==> config.mk <==
export PLATFORM = sky130hd
export DESIGN_NAME = control_decode_stage
export DESIGN_NICKNAME = d
export VERILOG_FILES = /design/src/rtl/control_pkg.sv /design/src/rtl/control_decoder.sv /design/src/rtl/control_decode_stage.sv
export SDC_FILE = /design/constraint.sdc
export NUM_CORES = 1
export LEC_CHECK = 0
export ABC_CLOCK_PERIOD_IN_PS = 2300
export BUFFER_PORTS_ARGS = -buffer_cell sky130_fd_sc_hd__buf_4
export CORE_ASPECT_RATIO = 2
export CORE_UTILIZATION = 35
export CTS_BUF_LIST = sky130_fd_sc_hd__clkbuf_16
export CTS_CLUSTER_DIAMETER = 100
export DETAILED_ROUTE_END_ITERATION = 10
export PLACE_DENSITY = 0.71
export REMOVE_ABC_BUFFERS = 1
export SETUP_SLACK_MARGIN = 0.5
export SLEW_MARGIN = 15
export SYNTH_ARGS = -nofsm -noshare
export SYNTH_HDL_FRONTEND = slang
export SYNTH_SLANG_ARGS = --single-unit
export TNS_END_PERCENT = 20
==> constraint.sdc <==
create_clock -name clk -period 2.3 [get_ports clk]
set_clock_uncertainty 0.2 [all_clocks]
set_input_delay 0.345 -clock clk [delete_from_list [all_inputs] [get_ports clk]]
set_output_delay 0.345 -clock clk [all_outputs]
set_load 0.02 [all_outputs]
==> src/rtl/control_pkg.sv <==
// Shared encodings and the control bundle carried from the ID stage to the execute stage.
package control_pkg;

    localparam int unsigned XLEN    = 32;
    localparam int unsigned REG_W   = 5;
    localparam int unsigned ALU_W   = 4;
    localparam int unsigned BR_W    = 3;
    localparam int unsigned MSIZE_W = 2;
    localparam int unsigned CNT_W   = 2;

    localparam logic [6:0] OPC_LUI    = 7'b0110111;
    localparam logic [6:0] OPC_AUIPC  = 7'b0010111;
    localparam logic [6:0] OPC_JAL    = 7'b1101111;
    localparam logic [6:0] OPC_JALR   = 7'b1100111;
    localparam logic [6:0] OPC_BRANCH = 7'b1100011;
    localparam logic [6:0] OPC_LOAD   = 7'b0000011;
    localparam logic [6:0] OPC_STORE  = 7'b0100011;
    localparam logic [6:0] OPC_IMM    = 7'b0010011;
    localparam logic [6:0] OPC_REG    = 7'b0110011;

    localparam logic [ALU_W-1:0] ALU_ADD  = 4'd0;
    localparam logic [ALU_W-1:0] ALU_SUB  = 4'd1;
    localparam logic [ALU_W-1:0] ALU_SLL  = 4'd2;
    localparam logic [ALU_W-1:0] ALU_SLT  = 4'd3;
    localparam logic [ALU_W-1:0] ALU_SLTU = 4'd4;
    localparam logic [ALU_W-1:0] ALU_XOR  = 4'd5;
    localparam logic [ALU_W-1:0] ALU_SRL  = 4'd6;
    localparam logic [ALU_W-1:0] ALU_SRA  = 4'd7;
    localparam logic [ALU_W-1:0] ALU_OR   = 4'd8;
    localparam logic [ALU_W-1:0] ALU_AND  = 4'd9;
    localparam logic [ALU_W-1:0] ALU_LUI  = 4'd10;

    localparam logic [MSIZE_W-1:0] MEM_BYTE = 2'b00;
    localparam logic [MSIZE_W-1:0] MEM_HALF = 2'b01;
    localparam logic [MSIZE_W-1:0] MEM_WORD = 2'b10;

    typedef enum logic [1:0] {ST_RUN, ST_BUBBLE, ST_TRAP} state_t;

    typedef struct packed {
        logic [REG_W-1:0]   rs1;
        logic [REG_W-1:0]   rs2;
        logic [REG_W-1:0]   rd;
        logic [ALU_W-1:0]   alu_op;
        logic               alu_src;
        logic               alu_src_pc;
        logic               branch_enable;
        logic [BR_W-1:0]    branch_mode;
        logic               jump_enable;
        logic               jump_reg;
        logic               pc_to_reg;
        logic               reg_write_enable;
        logic               mem_write_enable;
        logic               mem_to_reg;
        logic [MSIZE_W-1:0] mem_size;
        logic               mem_unsigned;
    } ctrl_t;

endpackage

==> src/rtl/control_decoder.sv <==
// Combinational RV32I decoder: raw instruction to control bundle plus illegal flag.
module control_decoder
    import control_pkg::*;
#(
    parameter bit SUBWORD_EN = 1'b1,
    parameter bit AUIPC_EN   = 1'b1
) (
    input  logic [XLEN-1:0] instruction,
    output ctrl_t           ctrl,
    output logic            use_rs2,
    output logic            illegal
);

    logic [6:0] opcode;
    logic [2:0] funct3;
    logic [6:0] funct7;
    ctrl_t      d;
    logic       ill;
    logic       u2;

    assign opcode = instruction[6:0];
    assign funct3 = instruction[14:12];
    assign funct7 = instruction[31:25];

    always_comb begin
        d   = '0;
        ill = 1'b0;
        u2  = 1'b0;
        unique case (opcode)
            OPC_REG: begin
                d.rs1 = instruction[19:15];
                d.rs2 = instruction[24:20];
                d.rd  = instruction[11:7];
                d.reg_write_enable = 1'b1;
                u2 = 1'b1;
                unique case (funct3)
                    3'b000: d.alu_op = funct7[5] ? ALU_SUB : ALU_ADD;
                    3'b001: d.alu_op = ALU_SLL;
                    3'b010: d.alu_op = ALU_SLT;
                    3'b011: d.alu_op = ALU_SLTU;
                    3'b100: d.alu_op = ALU_XOR;
                    3'b101: d.alu_op = funct7[5] ? ALU_SRA : ALU_SRL;
                    3'b110: d.alu_op = ALU_OR;
                    default: d.alu_op = ALU_AND;
                endcase
                // Only sub/sra may carry funct7=0100000.
                if (funct7 == 7'b0100000) ill = !(funct3 == 3'b000 || funct3 == 3'b101);
                else if (funct7 != 7'b0000000) ill = 1'b1;
            end
            OPC_IMM: begin
                d.rs1 = instruction[19:15];
                d.rd  = instruction[11:7];
                d.alu_src = 1'b1;
                d.reg_write_enable = 1'b1;
                unique case (funct3)
                    3'b000: d.alu_op = ALU_ADD;
                    3'b001: d.alu_op = ALU_SLL;
                    3'b010: d.alu_op = ALU_SLT;
                    3'b011: d.alu_op = ALU_SLTU;
                    3'b100: d.alu_op = ALU_XOR;
                    3'b101: d.alu_op = funct7[5] ? ALU_SRA : ALU_SRL;
                    3'b110: d.alu_op = ALU_OR;
                    default: d.alu_op = ALU_AND;
                endcase
                if (funct3 == 3'b001) ill = (funct7 != 7'b0000000);
                if (funct3 == 3'b101) ill = (funct7 != 7'b0000000) && (funct7 != 7'b0100000);
            end
            OPC_LOAD: begin
                d.rs1 = instruction[19:15];
                d.rd  = instruction[11:7];
                d.alu_op = ALU_ADD;
                d.alu_src = 1'b1;
                d.mem_to_reg = 1'b1;
                d.reg_write_enable = 1'b1;
                d.mem_size = funct3[1:0];
                d.mem_unsigned = funct3[2];
                unique case (funct3)
                    3'b010:                         ill = 1'b0;
                    3'b000, 3'b001, 3'b100, 3'b101: ill = !SUBWORD_EN;
                    default:                        ill = 1'b1;
                endcase
            end
            OPC_STORE: begin
                d.rs1 = instruction[19:15];
                d.rs2 = instruction[24:20];
                d.alu_op = ALU_ADD;
                d.alu_src = 1'b1;
                d.mem_write_enable = 1'b1;
                d.mem_size = funct3[1:0];
                u2 = 1'b1;
                unique case (funct3)
                    3'b010:         ill = 1'b0;
                    3'b000, 3'b001: ill = !SUBWORD_EN;
                    default:        ill = 1'b1;
                endcase
            end
            OPC_BRANCH: begin
                d.rs1 = instruction[19:15];
                d.rs2 = instruction[24:20];
                d.alu_op = ALU_SUB;
                d.branch_enable = 1'b1;
                d.branch_mode = funct3;
                u2 = 1'b1;
                ill = (funct3 == 3'b010) || (funct3 == 3'b011);
            end
            OPC_JAL: begin
                d.rd = instruction[11:7];
                d.jump_enable = 1'b1;
                d.pc_to_reg = 1'b1;
                d.reg_write_enable = 1'b1;
            end
            OPC_JALR: begin
                d.rs1 = instruction[19:15];
                d.rd  = instruction[11:7];
                d.alu_op = ALU_ADD;
                d.alu_src = 1'b1;
                d.jump_enable = 1'b1;
                d.jump_reg = 1'b1;
                d.pc_to_reg = 1'b1;
                d.reg_write_enable = 1'b1;
                ill = (funct3 != 3'b000);
            end
            OPC_LUI: begin
                d.rd = instruction[11:7];
                d.alu_op = ALU_LUI;
                d.alu_src = 1'b1;
                d.reg_write_enable = 1'b1;
            end
            OPC_AUIPC: begin
                d.rd = instruction[11:7];
                d.alu_op = ALU_ADD;
                d.alu_src = 1'b1;
                d.alu_src_pc = 1'b1;
                d.reg_write_enable = 1'b1;
                ill = !AUIPC_EN;
            end
            default: ill = 1'b1;
        endcase
        if (d.rd == '0) d.reg_write_enable = 1'b0;
    end

    assign ctrl    = ill ? '0 : d;
    assign use_rs2 = u2 && !ill;
    assign illegal = ill;

endmodule

==> src/rtl/control_decode_stage.sv <==
// ID stage: decode, load-use interlock, flush and illegal-instruction trap around the ID/EX register.
module control_decode_stage
    import control_pkg::*;
#(
    parameter bit          SUBWORD_EN       = 1'b1,
    parameter bit          AUIPC_EN         = 1'b1,
    parameter int unsigned LOAD_USE_BUBBLES = 1
) (
    input  logic               clk,
    input  logic               rst_n,
    input  logic               in_valid,
    output logic               in_ready,
    input  logic [XLEN-1:0]    instruction,
    input  logic               flush,
    input  logic               ex_ready,
    output logic               ex_valid,
    output logic [REG_W-1:0]   ex_rs1,
    output logic [REG_W-1:0]   ex_rs2,
    output logic [REG_W-1:0]   ex_rd,
    output logic [ALU_W-1:0]   ex_alu_op,
    output logic               ex_alu_src,
    output logic               ex_alu_src_pc,
    output logic               ex_branch_enable,
    output logic [BR_W-1:0]    ex_branch_mode,
    output logic               ex_jump_enable,
    output logic               ex_jump_reg,
    output logic               ex_pc_to_reg,
    output logic               ex_reg_write_enable,
    output logic               ex_mem_write_enable,
    output logic               ex_mem_to_reg,
    output logic [MSIZE_W-1:0] ex_mem_size,
    output logic               ex_mem_unsigned,
    output logic               trap
);

    ctrl_t            dec;
    logic             dec_use_rs2;
    logic             dec_illegal;
    ctrl_t            ex;
    logic             ex_valid_q;
    logic             trap_q;
    state_t           state;
    logic [CNT_W-1:0] bubble_cnt;
    logic             hazard;

    control_decoder #(
        .SUBWORD_EN (SUBWORD_EN),
        .AUIPC_EN   (AUIPC_EN)
    ) u_decoder (
        .instruction (instruction),
        .ctrl        (dec),
        .use_rs2     (dec_use_rs2),
        .illegal     (dec_illegal)
    );

    // Unused source fields decode to x0, so they can never match a nonzero load rd.
    assign hazard = in_valid && ex_valid_q && ex.mem_to_reg && (ex.rd != '0) &&
                    ((ex.rd == dec.rs1) || (dec_use_rs2 && (ex.rd == dec.rs2)));

    assign in_ready = (state == ST_RUN) && !hazard && (!ex_valid_q || ex_ready);

    // Flush beats everything; a bubble is a valid bundle with every control cleared.
    always_ff @(posedge clk or negedge rst_n) begin
        if (!rst_n) begin
            state      <= ST_RUN;
            bubble_cnt <= '0;
            ex         <= '0;
            ex_valid_q <= 1'b0;
            trap_q     <= 1'b0;
        end else if (flush) begin
            state      <= ST_RUN;
            bubble_cnt <= '0;
            ex         <= '0;
            ex_valid_q <= 1'b0;
            trap_q     <= 1'b0;
        end else begin
            unique case (state)
                ST_RUN: begin
                    if (hazard && ex_ready) begin
                        ex         <= '0;
                        ex_valid_q <= 1'b1;
                        bubble_cnt <= CNT_W'(LOAD_USE_BUBBLES - 1);
                        state      <= (LOAD_USE_BUBBLES > 1) ? ST_BUBBLE : ST_RUN;
                    end else if (in_valid && in_ready) begin
                        if (dec_illegal) begin
                            ex         <= '0;
                            ex_valid_q <= 1'b0;
                            trap_q     <= 1'b1;
                            state      <= ST_TRAP;
                        end else begin
                            ex         <= dec;
                            ex_valid_q <= 1'b1;
                        end
                    end else if (ex_ready) begin
                        ex_valid_q <= 1'b0;
                    end
                end
                ST_BUBBLE: begin
                    if (ex_ready) begin
                        ex         <= '0;
                        ex_valid_q <= 1'b1;
                        bubble_cnt <= bubble_cnt - CNT_W'(1);
                        if (bubble_cnt <= CNT_W'(1)) state <= ST_RUN;
                    end
                end
                ST_TRAP: begin
                    ex_valid_q <= 1'b0;
                    trap_q     <= 1'b1;
                end
                default: state <= ST_RUN;
            endcase
        end
    end

    assign ex_valid            = ex_valid_q;
    assign ex_rs1              = ex.rs1;
    assign ex_rs2              = ex.rs2;
    assign ex_rd               = ex.rd;
    assign ex_alu_op           = ex.alu_op;
    assign ex_alu_src          = ex.alu_src;
    assign ex_alu_src_pc       = ex.alu_src_pc;
    assign ex_branch_enable    = ex.branch_enable;
    assign ex_branch_mode      = ex.branch_mode;
    assign ex_jump_enable      = ex.jump_enable;
    assign ex_jump_reg         = ex.jump_reg;
    assign ex_pc_to_reg        = ex.pc_to_reg;
    assign ex_reg_write_enable = ex.reg_write_enable;
    assign ex_mem_write_enable = ex.mem_write_enable;
    assign ex_mem_to_reg       = ex.mem_to_reg;
    assign ex_mem_size         = ex.mem_size;
    assign ex_mem_unsigned     = ex.mem_unsigned;
    assign trap                = trap_q;

endmodule

==> key figures, run 1 <==
Pwr
  • Power Dens Cells: 463 nW/µm²
  • Leak: 1.56 nW
  • Total power: 1.54 mW
  • Peak supply drop: 0.515 mV

CTS
  • Total CTS buffers: 5
  • Root buffer cell: clkbuf_16
  • CTS max path bufs: 2
  • Worst-path clk slew: 0.05 ns
  • Clock sink count: 36
  • CTS tree: yes
  • Htree depth: 2
  • Clk_lat worst skew: 0.28 ns

Route
  • Avg WL per Cell: 17.2 µm
  • Via count: 2186
  • Pre-antenna DRT Iters: 4
  • Vias/cell: 5.62
  • Initial DRC Count: 52
  • Final wirelength: 6690 µm
  • Drc violations: 0
  • ANT nets after route: 0

Worst setup path
  • Crit path from: instruction[14]
  • R2R cell count: 8
  • Critical Path Sink Type: primary output
  • Req. time, crit path: 1.75 ns
  • Worst Path Arrival: 2.18 ns
  • Worst flop-to-flop path endpoint: ex_rd[0]
  • Worst Path Max Fanout: 3
  • Worst Setup EP: in_ready
  • Critical path class: primary input to primary output
  • CP startpoint kind: primary input
  • Reg2reg start: ex_rd[0]
  • R2R setup slack: -0.13 ns

Final layout
  • Area Overhead vs Synth: 60.8%
  • Post-route cell area: 3320 µm²
  • Final nets: 365
  • Diodes inserted: 0
  • Share of layout cells above drive strength 1: 49.4%

Floorplanning
  • Horiz. Die Dim: 56.3 µm
  • Starting density of the core: 36.1%
  • Top Ports: 74
  • Core Area: 5710 µm²
  • Full die area: 6220 µm²
  • Die span in y: 111 µm
  • Site Rows: 39

STA
  • Hold WS: 0.0638 ns
  • Post-Route Setup TNS: -7.55 ns
  • Tmin final: 2.73 ns
  • Slew headroom: 68.2%
  • Fin crit share: 119%
  • Final Setup Violations: 34
  • FMAX: 366 MHz
  • Smallest setup slack after layout: -0.429 ns
  • Unrepaired setup endpoints after global routing: yes
  • Final hold violation count: 0
  • Slew @ Worst Pin: 0.477 ns
  • Slew Viols, Final: 0

Synth
  • Mapped cell area: 2060 µm²
  • Yosys warns: 0
  • Post-synth top cells: 36 x dfrtp_1, 19 x nand2_1, 17 x a32o_1, 13 x o21ai_0, 12 x nor2_1
  • Synth Instances: 210
  • Share of the synthesized area in the top cell type: 43.7%
  • Top_reg_cell synth: dfrtp_1
  • Sequential fraction of the synthesis area: 43.7%
  • Netlist cell types: 53
  • Synth top area cells: dfrtp_1 44%, a32o_1 8.2%, nand2_1 3.5%
  • Syn Area/Cell: 9.82 µm²
  • Number of flops mapped to enable cells by yosys: 0
  • Cell taking the most area after synthesis: dfrtp_1
  • Ys async rst share: 100%
  • Count leader, synth: dfrtp_1
  • Synthesis-stage register bit count: 36

Global route
  • Pin count of the biggest net entering global routing: 37
  • Antenna violations before repair: 0
  • Gr ovfl total: 0
  • All-layer global routing usage: 21.7%
  • Vias in the first global route: 2240
  • First-pass GRT wire length: 10600 µm

Status
  • Outcome: finished with violations
  • Failing checks: negative setup slack

Placement
  • PortBufs: 73
  • Pre-CTS setup slack: -0.470 ns
  • RD Place Congestion: 0.917
  • Post-DP HPWL: 4910 µm
  • Post-DP Area: 2980 µm²

Flow run
  • Max capacitance violation total: 0

Min path
  • Hold Crit Class: primary input to flop
[worst min-delay path by stage]
stage          startpoint           end  slack, ns  depth (start not counted)
2_1_floorplan       rst_n  ex_alu_op[0]      -0.15                          0
3_3_place_gp        rst_n     ex_rs2[3]       0.13                          1
3_5_place_dp        rst_n     ex_rs2[4]       0.14                          1
4_1_cts             flush          trap       0.06                          2
5_1_grt             flush      ex_valid       0.07                          2
6_report            flush          trap       0.06                          2
[where the power goes]
group,internal [mW],switching [mW]
Clock,0.389,0.243
Combinational,0.129,0.134
Sequential,0.639,0.00409
Total,1.16,0.381
[per-stage QoR]
stage	cells	util, %
2_1_floorplan	195	-
3_3_place_gp	379	52.2
3_5_place_dp	379	52.2
4_1_cts	388	56.5
5_1_grt	389	58.1
6_report	389	58.1
[layout by cell type (no fill, tap or decap), types with 2 or more instances in the layout]
master     instances
a31oi_1            3
o21ai_0           12
buf_6              7
buf_4            116
nor3_2             2
nor2b_1            4
a21oi_1            6
or4_1              2
nand4_1            3
a211oi_1           2
dfrtp_1           36
nand2_1           19
nor4bb_1           2
a21oi_2            2
nand2b_1           2
xnor2_1            3
clkbuf_16          5
or2_2              2
or2_4              2
or3_4              2
o31ai_1            5
nor2_1            11
nor3_1             3
and3_4             2
nand3b_1           3
nand3_1            5
xor2_1             5
a22o_1             4
inv_1              6
a32o_1            17
[timing repair]
item / in CTS / in global routing
setup buffers: 1 / 1
hold buffers: 1 / 0
resized for setup: 21 / 15
endpoints found under the hold margin: 36 / 0
setup endpoints to repair: 37 / 37
pin swaps: 23 / 8
[worst max-delay path: stages]
cell and delay [ns]:
buf_6 0.09, or2_4 0.25, o311ai_4 0.23, a31oi_2 0.16, or4_1 0.59, nand3_2 0.12, nand4_4 0.10, and3_4 0.17
buf_6 0.12
[layer usage]
layer  up-vias  global-route usage [%]  wire length [µm]
li1       1028                       -                 -
met1      1083                    22.9              2370
met2        58                    39.4              3880
met3        17                    2.69               189
met4         0                    13.0               246
met5         -                       0                 0
[cells by family after synthesis]
family                   after synthesis  synth area share [%]
AO/OA/AOI/OAI                         69                  26.1
XOR/XNOR                               9                  3.82
adder cells (fa/ha/maj)                1                 0.546
buffers and inverters                 20                  5.76
flip-flops                            36                  43.7
multiplexers                           1                 0.546
AND/OR/NAND/NOR                       74                  19.6
[cell type report]
class / instances / area, µm²
Clock buffer: 5 / 125
Inverter: 5 / 18.8
Timing Repair Buffer: 126 / 995
Tap cell: 61 / 76.3
Sequential cell: 36 / 901
Multi-Input combinational cell: 154 / 1190
Clock inverter: 2 / 8.76
Fill cell: 481 / 2390
No activity file was read; power rests on OpenSTA's default activity.
==> inputs of run 2 (changes only) <==
--- a/config.mk
+++ b/config.mk
@@ -8,11 +8,11 @@
 export ABC_CLOCK_PERIOD_IN_PS = 2300
 export BUFFER_PORTS_ARGS = -buffer_cell sky130_fd_sc_hd__buf_4
 export CORE_ASPECT_RATIO = 2
-export CORE_UTILIZATION = 35
+export CORE_UTILIZATION = 45
 export CTS_BUF_LIST = sky130_fd_sc_hd__clkbuf_16
 export CTS_CLUSTER_DIAMETER = 100
 export DETAILED_ROUTE_END_ITERATION = 10
-export PLACE_DENSITY = 0.71
+export PLACE_DENSITY = 0.85
 export REMOVE_ABC_BUFFERS = 1
 export SETUP_SLACK_MARGIN = 0.5
 export SLEW_MARGIN = 15
==> key figures, run 2 (same netlist as run 1, synthesis figures left out) <==
Status
  • Outcome: finished with violations
  • Failing checks: negative setup slack

Floorplanning
  • Starting density of the core: 47.1%
  • Full die area: 4880 µm²
  • Core Area: 4380 µm²
  • Die span in y: 97.8 µm
  • Top Ports: 74
  • Horiz. Die Dim: 49.9 µm
  • Site Rows: 34

CTS
  • CTS tree: yes
  • Root buffer cell: clkbuf_16
  • Clk_lat worst skew: 0.28 ns
  • Htree depth: 2
  • Total CTS buffers: 5
  • Clock sink count: 36
  • Worst-path clk slew: 0.06 ns
  • CTS max path bufs: 2

Global route
  • Gr ovfl total: 0
  • Antenna violations before repair: 0
  • First-pass GRT wire length: 10800 µm
  • Pin count of the biggest net entering global routing: 37
  • All-layer global routing usage: 29.5%
  • Vias in the first global route: 2372

Worst setup path
  • Crit path from: instruction[4]
  • Delay-heaviest family, CP: simple AND/OR/NAND/NOR gates
  • Buf+Inv Stages, Crit Path: 3
  • Worst Path Max Fanout: 2
  • Worst Setup EP: in_ready
  • R2R setup slack: -0.25 ns
  • Levels on crit path: 10
  • Most used cell, CP: buf_4
  • Reg2reg start: ex_rd[0]
  • Req. time, crit path: 1.75 ns
  • Crit-path max cell delay: 0.41 ns
  • CP startpoint kind: primary input
  • Worst Path Arrival: 2.21 ns
  • R2R cell count: 8
  • Critical Path Sink Type: primary output
  • Critical path class: primary input to primary output
  • CP max-delay cell: or3_4
  • Worst flop-to-flop path endpoint: ex_rs1[2]
  • Critical Path, Cell by Cell: buf_4 -> nand3b_1 -> or2_4 -> a21boi_1 -> buf_4 -> or3_4 -> o211ai_4 -> nand4_4 -> and3_4 -> buf_6

Pwr
  • Leak: 1.55 nW
  • Peak supply drop: 0.662 mV
  • Power Dens Cells: 498 nW/µm²

Route
  • Initial DRC Count: 63
  • Via count: 2330
  • Avg WL per Cell: 19.2 µm
  • Final wirelength: 7350 µm
  • Pre-antenna DRT Iters: 4
  • Vias/cell: 6.10
  • ANT nets after route: 0
  • Drc violations: 0

Final layout
  • Commonest non-fill, non-tap cells in the layout: 119 x buf_4, 36 x dfrtp_1, 19 x nand2_1, 17 x a32o_1, 11 x nor2_1
  • Diodes inserted: 0
  • Final nets: 364
  • Fillcell total: 300
  • Post-route insts no fill: 382
  • Multi-input gate area: 1200 µm²
  • Commonest non-fill, non-tap cell in the layout: buf_4
  • Share of layout cells above drive strength 1: 49.4%
  • Area Overhead vs Synth: 60.6%
  • FF/Latch Area: 901 µm²

Min path
  • Min-delay src: flush
  • Hold Crit Class: primary input to flop

STA
  • Post-Route Setup TNS: -8.57 ns
  • FMAX: 362 MHz
  • Fin crit share: 120%
  • Unrepaired setup endpoints after global routing: yes
  • Final hold violation count: 0
  • Final Setup Violations: 34
  • Slew headroom: 68.7%
  • Smallest setup slack after layout: -0.459 ns
  • Slew @ Worst Pin: 0.469 ns
  • Slew Viols, Final: 0
  • Tmin final: 2.76 ns

Placement
  • Inst Count DP: 370
  • Post-DP HPWL: 4780 µm
  • RD Place Congestion: 0.912
  • PortBufs: 73

Flow run
  • Max capacitance violation total: 0
run 2: changes by cell type in the layout (fill, tap and decap cells not counted), moves of 3 or more:
cell	before	now
o31ai_1	5	2
o21ai_1	1	4
buf_4	116	119
buf_6	7	4
o31ai_2	0	3
run 2: layout make-up:
| type | instances | area share, % |
|---|---|---|
| tap | 54 | 2.04 |
| clock inverter | 3 | 1.13 |
| timing repair buffer | 125 | 29.1 |
| inverter | 5 | 0.566 |
| sequential | 36 | 27.2 |
| multi-input combinational | 154 | 36.2 |
| clock buffer | 5 | 3.78 |
run 2: what timing repair did:
item	CTS	global route
resized for setup	15	24
hold buffers	1	0
pin swaps	23	11
setup buffers	2	1
setup endpoints to repair	37	37
hold endpoints to repair	36	0
run 2: worst register-to-register path: stages, from the launching register on:
cell and delay (ns):
dfrtp_1 0.46, nor4bb_1 0.29, a31oi_1 0.10, or3_4 0.37, o211ai_4 0.21, nand4_4 0.10, buf_4 0.18, and3_4 0.22
a32o_1 0.30
run 2: stage by stage:
step	util (%)	hold slack (ns)	setup WS, ns	power [mW]	instance area, µm²
2_1_floorplan	-	-0.151	-0.293	0.727	1960
3_3_place_gp	67.1	0.125	-0.493	0.878	2940
3_5_place_dp	67.1	0.130	-0.590	0.882	2940
4_1_cts	72.8	0.0598	-0.421	1.64	3190
5_1_grt	75.6	0.0615	-0.517	1.70	3310
6_report	75.6	0.0656	-0.459	1.65	3310
run 2: layer usage:
| layer | part of all wire [%] | vias to the layer above | wire, µm | GRT usage [%] |
|---|---|---|---|---|
| met2 | 57 | 103 | 4160 | 54.5 |
| met1 | 35 | 1157 | 2580 | 29.1 |
| li1 | - | 1039 | - | - |
| met4 | 4.7 | 0 | 343 | 20.9 |
| met3 | 3.6 | 31 | 263 | 2.96 |
| met5 | 0 | - | 0 | 0 |
run 2: worst min-delay path by stage:
stage,endpoint,slack (ns),cells past startpoint
detailed placement,ex_mem_unsigned,0.13,1
CTS,ex_valid,0.06,2
floorplan,ex_alu_op[0],-0.15,0
global placement,ex_mem_unsigned,0.12,1
finish,ex_valid,0.07,2
global route,ex_valid,0.06,2
run 2: power breakdown:
group	internal (mW)	switching, mW	leakage, nW
clock	0.503	0.243	0.0789
combinational	0.124	0.136	0.974
sequential	0.639	0.00417	0.500
==> inputs of run 3 (changes only) <==
--- a/config.mk
+++ b/config.mk
@@ -15,6 +15,7 @@
 export PLACE_DENSITY = 0.85
 export REMOVE_ABC_BUFFERS = 1
 export SETUP_SLACK_MARGIN = 0.5
+export SKIP_LAST_GASP = 1
 export SLEW_MARGIN = 15
 export SYNTH_ARGS = -nofsm -noshare
 export SYNTH_HDL_FRONTEND = slang
==> key figures, run 3 (same netlist as run 1, synthesis figures left out) <==
Route
  • Initial DRC Count: 58
  • Wl on met1: 2500 µm
  • DR top layer: met4
  • ANT nets after route: 0
  • Drc violations: 0
  • Via count: 2321
  • Avg WL per Cell: 19.1 µm
  • Vias/cell: 6.08
  • Final wirelength: 7300 µm
  • Met2 routed wirelength: 4040 µm
  • Pre-antenna DRT Iters: 4
  • Met3 routed wirelength: 393 µm

Floorplanning
  • Horiz. Die Dim: 49.9 µm
  • Full die area: 4880 µm²
  • Starting density of the core: 47.1%
  • Core Area: 4380 µm²
  • Site Rows: 34
  • Top Ports: 74
  • Die span in y: 97.8 µm

STA
  • Slew Viols, Final: 0
  • Final hold violation count: 0
  • Final Setup Violations: 34
  • Fin crit share: 120%
  • Post-Route Setup TNS: -9.01 ns
  • Unrepaired setup endpoints after global routing: yes
  • Slew headroom: 68.6%
  • Slew @ Worst Pin: 0.471 ns
  • FMAX: 363 MHz
  • Smallest setup slack after layout: -0.455 ns
  • Tmin final: 2.75 ns

CTS
  • Total CTS buffers: 5
  • CTS tree: yes
  • Root buffer cell: clkbuf_16
  • Htree depth: 2
  • Clock sink count: 36
  • Worst-path clk slew: 0.05 ns
  • CTS max path bufs: 2
  • Clk_lat worst skew: 0.28 ns

Final layout
  • FF/Latch Area: 901 µm²
  • Post-route cell area: 3310 µm²
  • Commonest non-fill, non-tap cells in the layout: 119 x buf_4, 36 x dfrtp_1, 19 x nand2_1, 17 x a32o_1, 11 x nor2_1
  • Diodes inserted: 0
  • Commonest non-fill, non-tap cell in the layout: buf_4
  • Post-route insts no fill: 382
  • Area Overhead vs Synth: 60.4%
  • Share of layout cells above drive strength 1: 49.1%
  • Fillcell total: 302
  • Multi-input gate area: 1200 µm²
  • Final nets: 364

Global route
  • All-layer global routing usage: 29.5%
  • First-pass GRT wire length: 10800 µm
  • Antenna violations before repair: 0
  • Gr ovfl total: 0
  • Vias in the first global route: 2373
  • Pin count of the biggest net entering global routing: 37

Placement
  • RD Place Congestion: 0.912
  • PortBufs: 73
  • Inst Count DP: 370
  • Post-DP HPWL: 4780 µm
  • Post-DP Area: 2940 µm²
  • Pre-CTS setup slack: -0.590 ns

Pwr
  • Total power: 1.65 mW
  • Peak supply drop: 0.664 mV
  • Power Dens Cells: 499 nW/µm²
  • Leak: 1.55 nW

Worst setup path
  • Req. time, crit path: 1.75 ns
  • Critical Path Sink Type: primary output
  • CP startpoint kind: primary input
  • Worst Path Max Fanout: 2
  • Critical path class: primary input to primary output
  • Worst Path Arrival: 2.21 ns

Status
  • Outcome: finished with violations
  • Failing checks: negative setup slack

Flow run
  • Max capacitance violation total: 0

Min path
  • Hold Crit Class: primary input to flop
[run 3: repair_timing]
| action | in CTS | in global routing |
|---|---|---|
| hold buffers | 1 | 0 |
| pin swaps | 8 | 9 |
| hold endpoints to repair | 36 | 0 |
| gates resized for setup | 14 | 24 |
| setup buffers | 2 | 1 |
| endpoints found under the setup margin | 37 | 37 |
[run 3: per-layer routing]
layer  GRT usage (%)  vias to the layer above
li1                -                     1037
met1            29.1                     1126
met2            54.5                      128
met3            2.96                       30
met4            20.9                        0
met5               0                        -
[run 3: final cells by class]
| cell class | instances | share of cell area (%) |
|---|---|---|
| timing repair buffer | 125 | 29.1 |
| clock buffer | 5 | 3.78 |
| multi-input combinational | 154 | 36.1 |
| tap | 54 | 2.04 |
| clock inverter | 3 | 1.13 |
| inverter | 5 | 0.567 |
| sequential | 36 | 27.2 |
[run 3: worst paths after layout]
kind / depth (start not counted) / slack (ns) / end / from
worst min register to register: 1 / 0.27 / ex_valid / state[1]
worst min-delay path: 2 / 0.06 / trap / flush
worst max-delay path: 10 / -0.45 / in_ready / instruction[4]
max in group asynchronous: 2 / 1.19 / ex_rd[2] / rst_n
min in group asynchronous: 2 / 0.37 / ex_mem_size[1] / rst_n
worst max register to register: 8 / -0.26 / ex_rs1[2] / ex_rd[3]
[run 3: critical path, stage by stage]
cell	delay [ns]
buf_4	0.11
nand3b_1	0.19
or2_4	0.25
a21boi_1	0.15
buf_4	0.17
or3_4	0.41
o211ai_4	0.20
nand4_4	0.10
and3_4	0.17
buf_6	0.12
[run 3: power breakdown]
group          internal [mW]  total, mW  switching, mW
logic                  0.124      0.259          0.135
registers              0.638      0.642        0.00370
clock network          0.503      0.751          0.248
[run 3: metrics by stage]
step | hold WS [ns] | utilization (%)
finish | 0.0628 | 75.5
global route | 0.0679 | 75.5
CTS | 0.0614 | 72.7
detailed placement | 0.130 | 67.1
global placement | 0.125 | 67.1
floorplan | -0.151 | -
